==> config.mk <==
export PLATFORM = sky130hd
export DESIGN_NAME = io_mem_slave
export DESIGN_NICKNAME = d
export VERILOG_FILES = /design/src/rtl/io_mem_pkg.sv /design/src/rtl/io_mem_slave_rsp_pipe.sv /design/src/rtl/io_mem_slave.sv
export SDC_FILE = /design/constraint.sdc
export NUM_CORES = 2
export LEC_CHECK = 0
export BUFFER_PORTS_ARGS = -buffer_cell sky130_fd_sc_hd__buf_2
export CAP_MARGIN = 10
export CELL_PAD_IN_SITES_DETAIL_PLACEMENT = 0
export CELL_PAD_IN_SITES_GLOBAL_PLACEMENT = 1
export CORE_AREA = 2 2 415 499
export CTS_CLUSTER_SIZE = 12
export DETAILED_ROUTE_END_ITERATION = 10
export DIE_AREA = 0 0 417 501
export PLACE_DENSITY_LB_ADDON = 0.1
export RECOVER_POWER = 100
export SLEW_MARGIN = 15
export SYNTH_ARGS = -nofsm -noshare
export SYNTH_HDL_FRONTEND = slang
export SYNTH_SLANG_ARGS = --single-unit
==> constraint.sdc <==
create_clock -name clk -period 2.8 [get_ports clk]
set_input_delay 0.42 -clock clk [delete_from_list [all_inputs] [get_ports clk]]
set_output_delay 0.42 -clock clk [all_outputs]
set_load 0.05 [all_outputs]
==> src/rtl/io_mem_pkg.sv <==
// io_mem_pkg: shared types and helpers for the io_mem_slave memory responder.
//   io_rsp_t    - one response pipeline entry {valid, err, rdata}; rdata is
//                 sized for the widest supported bus and truncated at the top.
//   bytes_of    - byte lanes per word          (BYTES)
//   words_of    - words in the memory window   (WORDS)
//   idx_w_of    - word index width             (IDX_W), never below 1
//   word_index  - byte address -> word index inside the window
package io_mem_pkg;

  localparam int DATA_W_MAX = 64;

  typedef struct packed {
    logic                  valid;
    logic                  err;
    logic [DATA_W_MAX-1:0] rdata;
  } io_rsp_t;

  function automatic int bytes_of(input int data_w);
    return data_w / 8;
  endfunction

  function automatic int words_of(input int depth_bytes, input int data_w);
    return depth_bytes / bytes_of(data_w);
  endfunction

  function automatic int idx_w_of(input int depth_bytes, input int data_w);
    return (words_of(depth_bytes, data_w) > 1) ? $clog2(words_of(depth_bytes, data_w)) : 1;
  endfunction

  // Drops the in-word byte offset, then masks to the window so that upper
  // address bits alias onto the same words.
  function automatic int word_index(input logic [63:0] addr, input int depth_bytes,
                                    input int data_w);
    logic [63:0] w;
    w = addr >> $clog2(bytes_of(data_w));
    w = w & 64'(words_of(depth_bytes, data_w) - 1);
    return int'(w[31:0]);
  endfunction

endpackage

==> src/rtl/io_mem_slave_rsp_pipe.sv <==
// io_mem_rsp_pipe: fixed-length delay line for io_rsp_t entries.
//   clk    - clock
//   rst    - asynchronous active-high clear; drops everything in flight
//   rsp_i  - entry captured at every rising edge
//   rsp_o  - entry captured RSP_LATENCY edges earlier
module io_mem_rsp_pipe
  import io_mem_pkg::*;
#(
  parameter int RSP_LATENCY = 1
) (
  input  logic    clk,
  input  logic    rst,
  input  io_rsp_t rsp_i,
  output io_rsp_t rsp_o
);

  io_rsp_t stage_q [RSP_LATENCY];

  always_ff @(posedge clk or posedge rst) begin
    if (rst) begin
      for (int i = 0; i < RSP_LATENCY; i++) stage_q[i] <= '0;
    end else begin
      stage_q[0] <= rsp_i;
      for (int i = 1; i < RSP_LATENCY; i++) stage_q[i] <= stage_q[i-1];
    end
  end

  assign rsp_o = stage_q[RSP_LATENCY-1];

endmodule

==> src/rtl/io_mem_slave.sv <==
// io_mem_slave: byte-enabled memory responder for the io_req bus.
//   clk, rst        - clock, asynchronous active-high reset
//   io_req_i        - request valid (held until io_req_ack_o)
//   io_wr_i         - 1 = write, 0 = read
//   io_wen_i        - write byte-lane enables (ignored on reads)
//   io_addr_i       - byte address; top nibble must equal BASE_NIBBLE
//   io_wdata_i      - write data
//   stall_req_i     - back-pressure, blocks acceptance
//   io_req_ack_o    - request accepted this cycle (combinational)
//   io_data_ack_o   - one-cycle response strobe, RSP_LATENCY after acceptance
//   io_rdata_o      - read data, zero unless io_data_ack_o
//   io_err_o        - error flag, zero unless io_data_ack_o
//   outstanding_o   - accepted-but-unanswered request count
module io_mem_slave
  import io_mem_pkg::*;
#(
  parameter int         ADDR_W          = 32,
  parameter int         DATA_W          = 32,
  parameter int         DEPTH_BYTES     = 256,
  parameter int         RSP_LATENCY     = 1,
  parameter int         MAX_OUTSTANDING = 1,
  parameter logic [3:0] BASE_NIBBLE     = 4'hF
) (
  input  logic                                 clk,
  input  logic                                 rst,
  input  logic                                 io_req_i,
  input  logic                                 io_wr_i,
  input  logic [DATA_W/8-1:0]                  io_wen_i,
  input  logic [ADDR_W-1:0]                    io_addr_i,
  input  logic [DATA_W-1:0]                    io_wdata_i,
  input  logic                                 stall_req_i,
  output logic                                 io_req_ack_o,
  output logic [DATA_W-1:0]                    io_rdata_o,
  output logic                                 io_data_ack_o,
  output logic                                 io_err_o,
  output logic [$clog2(MAX_OUTSTANDING+1)-1:0] outstanding_o
);

  localparam int BYTES = bytes_of(DATA_W);
  localparam int WORDS = words_of(DEPTH_BYTES, DATA_W);
  localparam int IDX_W = idx_w_of(DEPTH_BYTES, DATA_W);
  localparam int OUT_W = $clog2(MAX_OUTSTANDING + 1);

  if (!(DATA_W == 32 || DATA_W == 64)) begin : g_bad_data_w
    $error("io_mem_slave: DATA_W must be 32 or 64");
  end
  if (DEPTH_BYTES <= 0 || (DEPTH_BYTES & (DEPTH_BYTES - 1)) != 0 ||
      (DEPTH_BYTES % (DATA_W / 8)) != 0) begin : g_bad_depth
    $error("io_mem_slave: DEPTH_BYTES must be a power of two and a multiple of DATA_W/8");
  end
  if (RSP_LATENCY < 1 || RSP_LATENCY > 8) begin : g_bad_latency
    $error("io_mem_slave: RSP_LATENCY must be in 1..8");
  end
  if (MAX_OUTSTANDING < 1 || MAX_OUTSTANDING > RSP_LATENCY) begin : g_bad_outstanding
    $error("io_mem_slave: MAX_OUTSTANDING must be in 1..RSP_LATENCY");
  end
  if (ADDR_W > 64 || (1 << (ADDR_W - 4)) < DEPTH_BYTES) begin : g_bad_addr_w
    $error("io_mem_slave: ADDR_W too small for the window or wider than 64");
  end

  logic [DATA_W-1:0] mem_q [WORDS];
  logic [IDX_W-1:0]  widx;
  logic              req_err;
  logic              accept;
  logic              rsp_ack;
  logic [OUT_W-1:0]  outstanding_q, outstanding_d;
  io_rsp_t           rsp_in, rsp_out;
  logic              unused_rsp_bits;

  assign widx = IDX_W'(word_index(64'(io_addr_i), DEPTH_BYTES, DATA_W));

  assign io_req_ack_o = io_req_i & ~stall_req_i & ~rst &
                        (outstanding_q < OUT_W'(MAX_OUTSTANDING));
  assign accept = io_req_i & io_req_ack_o;

  assign req_err = (io_addr_i[ADDR_W-1 -: 4] != BASE_NIBBLE) |
                   (io_wr_i & (io_wen_i == '0));

  // Memory is deliberately not reset so writes survive a mid-run reset.
  always_ff @(posedge clk) begin
    if (accept && io_wr_i && !req_err) begin
      for (int b = 0; b < BYTES; b++) begin
        if (io_wen_i[b]) mem_q[widx][b*8 +: 8] <= io_wdata_i[b*8 +: 8];
      end
    end
  end

  // The read word is taken from the pre-edge array contents, so a read sees
  // every write accepted on an earlier edge.
  always_comb begin
    rsp_in       = '0;
    rsp_in.valid = accept;
    rsp_in.err   = accept & req_err;
    if (accept && !io_wr_i && !req_err) rsp_in.rdata = DATA_W_MAX'(mem_q[widx]);
  end

  io_mem_rsp_pipe #(
    .RSP_LATENCY(RSP_LATENCY)
  ) u_rsp_pipe (
    .clk  (clk),
    .rst  (rst),
    .rsp_i(rsp_in),
    .rsp_o(rsp_out)
  );

  assign rsp_ack         = rsp_out.valid;
  assign io_data_ack_o   = rsp_ack;
  assign io_err_o        = rsp_ack & rsp_out.err;
  assign io_rdata_o      = rsp_ack ? rsp_out.rdata[DATA_W-1:0] : '0;
  assign unused_rsp_bits = ^rsp_out.rdata;

  always_comb begin
    outstanding_d = outstanding_q;
    case ({accept, rsp_ack})
      2'b10:   outstanding_d = outstanding_q + OUT_W'(1);
      2'b01:   outstanding_d = outstanding_q - OUT_W'(1);
      default: outstanding_d = outstanding_q;
    endcase
  end

  always_ff @(posedge clk or posedge rst) begin
    if (rst) outstanding_q <= '0;
    else     outstanding_q <= outstanding_d;
  end

  assign outstanding_o = outstanding_q;

endmodule

==> results_dict.tcl <==
set metrics [dict create \
    outcome "finished with violations" \
    violations "max-capacitance violations, max-slew violations" \
    std_cell_rows 182 \
    grt_pass1_vias 44320 \
    crit_buf_inv 3 \
    gr-total-overflow 0 \
    critical_path.slowest_cell "or4b_1" \
    finClkSkew_ns 0.02061 \
    muxShareOfSynthArea_pct 10.07 \
    dr.first_iter.drc_count 4252 \
    peakVddDrop_mv 0.6301 \
    drt-pass1-iter-count 6 \
    cts_tree "done" \
    yosysWarnings 0 \
    synth_compound_area_share_pct 5.722 \
    fin_ws_ns 0.01831 \
    fin_crit_sh_pct 99.35 \
    yosysTopAreaCell "edfxtp_1" \
    p_int_uw 49610 \
    post_synth_and_or_nand_nor_area_fraction_pct 5.348 \
    dp_slack_ns -0.2653 \
    syn_area_mm2 0.08116 \
    numCtsBuffers 208 \
    synth_xor_area_share_pct 0.01079 \
    critical-path-max-stage-delay_ns 0.55 \
    swShare_pct 21.47 \
    synth_nets 4493 \
    clk_latency_ns 0.87 \
    num-fill-cells 17450 \
    worstPathMaxFanout 64 \
    crit_required_ns 3.35 \
    synthCells 4419 \
    worst_pin_slew_ns 2.673 \
    p_per_area_mw_per_mm2 663.2 \
    synth_cell_types 60 \
    cts_setup_buffers 0 \
    async_flop_share_pct 1.680 \
    period_minus_slack_ns 2.782 \
    p_leak_uw 0.03124 \
    nNetsFinal 5169 \
    synth_top_flop_cell "edfxtp_1" \
    clk_pin_slew_worst_paths_ns 0.06 \
    fin_area_mm2 0.09527 \
    drv_slew 806 \
    root_buffer "clkbuf_16" \
    yosysSeqAreaShare_pct 76.85 \
    vias 44320 \
    crit_type "reg2reg" \
    min_path_type "in2reg" \
    synth_fa_ha_area_share_pct 0.01542 \
    pwr-share-comb_pct 5.1 \
    gp_congestion 0.8318 \
    clkSinkCount 2083 \
    slew-limit-headroom_pct -78.21 \
    yosysMostFrequentCell "edfxtp_1" \
    routedWlPerCell_um 31.56 \
    path_common_cell "buf_12" \
    final_hold_viol_count 0 \
    cap_violations 22 \
    ant_nets 0 \
    initial_core_util_pct 39.73 \
    grt_start_max_net_pins 65 \
    p_seq_share_pct 54.3 \
    antenna_found_initial 27 \
    fin_worst_hold_slack_ns 0.09931 \
    finalWirelength_um 250200 \
    ys_ff_latch 2083 \
    drive_gt1_share_pct 24.31 \
    die-height_um 501 \
    dp.cells 7543 \
    fin_cells 7928 \
    path_cells "or4b_1 -> nor4b_4 -> buf_12 -> nand2_2 -> buf_12 -> nor2_1 -> clkbuf_4" \
    crit_path_end_kind "flip-flop" \
    port_buffers 86 \
    core_area_mm2 0.2043 \
    syn2layout_area_growth_pct 17.38 \
    avgSynthCellArea_um2 18.37 \
    critical_path.top_delay_family "simple AND/OR/NAND/NOR gates" \
    die_w_um 417 \
    io_pins 109 \
    finalSetupViolCount 0 \
    dp_hpwl_um 171400 \
    yosys-top-cells-area "edfxtp_1 76%, mux4_2 7.0%, mux2i_1 3.0%" \
    grt_pass1_wl_um 347400 \
    synth_top_family_by_area "multiplexers" \
    synthTopCellsByCount "2,048 x edfxtp_1, 268 x nor2_1, 262 x nand2_1" \
    switchingPower_uw 13570 \
    cp.arrival_ns 3.33 \
    synth.top_cell.area_share_pct 75.77 \
    vias_per_cell 5.590 \
    die-area_mm2 0.2089 \
    max_freq_mhz 359.5 \
    placed_cell_area_mm2 0.08986 \
    critPathLaunchType "flip-flop" \
    track_usage_pct 23.81 \
    power_frac_clock_pct 40.7 \
    cts_buffer_depth 3 \
    synth_edf_count 2048 \
    drc 0 \
    h-tree-depth 4 \
]
state kept, by name, indices dropped and copies added, names as in the netlist:
| register | flops |
|---|---|
| u_rsp_pipe.rsp_o | 34 |
| outstanding_o | 1 |
| mem_q | 2048 |
power by group through the flow:
stage / Clock, uW / Combinational (uW) / Sequential (uW)
floorplan: 0 / 1420 / 34900
global placement: 0 / 3250 / 34900
detailed placement: 0 / 3280 / 34900
CTS: 26300 / 3300 / 34300
global route: 27500 / 3390 / 34300
finish: 25700 / 3200 / 34300
cell families after synthesis:
logic type | Yosys count
adder cells (fa/ha/maj) | 1
AO/OA/AOI/OAI | 656
flip-flops | 2083
XOR/XNOR | 1
buffers and inverters | 311
multiplexers | 500
AND/OR/NAND/NOR | 867
worst reg2reg max path, delay by kind of cell, from the launching register on:
kind | cells | cell delay [ns]
buf+inv | 3 | 0.61
flops | 1 | 0.42
simple gates | 4 | 1.43
layout make-up:
class | count | area [um2] | share of cell area [%]
Timing Repair Buffer | 770 | 6048 | 6.349
Multi-Input combinational cell | 2025 | 17340 | 18.20
Sequential cell | 2083 | 62380 | 65.48
Inverter | 7 | 26.28 | 0.02758
Tap cell | 2668 | 3338 | 3.504
Clock buffer | 302 | 5702 | 5.985
Antenna cell | 8 | 20.02 | 0.02101
Clock inverter | 65 | 419.2 | 0.4400
metal layers:
layer  wire length, um  track usage [%]  part of all wire [%]
met4              7048            6.838                   2.8
met2            120700            38.70                    48
met1            107200            32.85                    43
met3             15190            4.378                   6.1
met5                81                0                 0.032
cell usage in the layout, fill, tap and decap left out, drive strengths merged, types with 66 or more instances in the layout:
cell type / Yosys / routed
mux2i: 247 / 247
nand3b: 66 / 66
a21oi: 123 / 123
nand2: 267 / 267
buf: 198 / 477
mux4: 253 / 253
a22o: 92 / 92
clkbuf: 106 / 584
edfxtp: 2048 / 2048
o22ai: 180 / 180
nor2: 268 / 268
a22oi: 126 / 126
final timing paths:
check                                    from                   end  slack [ns]  depth (start not counted)
worst max-delay path            outstanding_o          mem_q[7][25]        0.02                          7
worst min register to register  outstanding_o         outstanding_o        0.53                          1
worst min-delay path                 io_req_i  u_rsp_pipe.rsp_o[65]         0.1                          4
max in group asynchronous                 rst  u_rsp_pipe.rsp_o[27]        0.86                          4
worst max register to register  outstanding_o          mem_q[7][25]        0.02                          7
min in group asynchronous                 rst         outstanding_o        0.34                          3
what timing repair did:
action                                 in CTS  in global routing
endpoints found under the hold margin      94                  0
pin swaps                                   0                  1
resized for setup                           3                  3
hold buffers                               10                  0
setup endpoints to repair                  27                 57
through the flow:
| stage | power [uW] | setup TNS [ns] | util [%] |
|---|---|---|---|
| finish | 63180 | 0 | 46.64 |
| floorplan | 36360 | 0 | - |
| global placement | 38150 | -23.18 | 43.99 |
| CTS | 63820 | 0 | 47.04 |
| global route | 65110 | -0.01811 | 46.63 |
| detailed placement | 38190 | -38.09 | 43.99 |
Note: power is estimated with default switching activity, not from simulation.
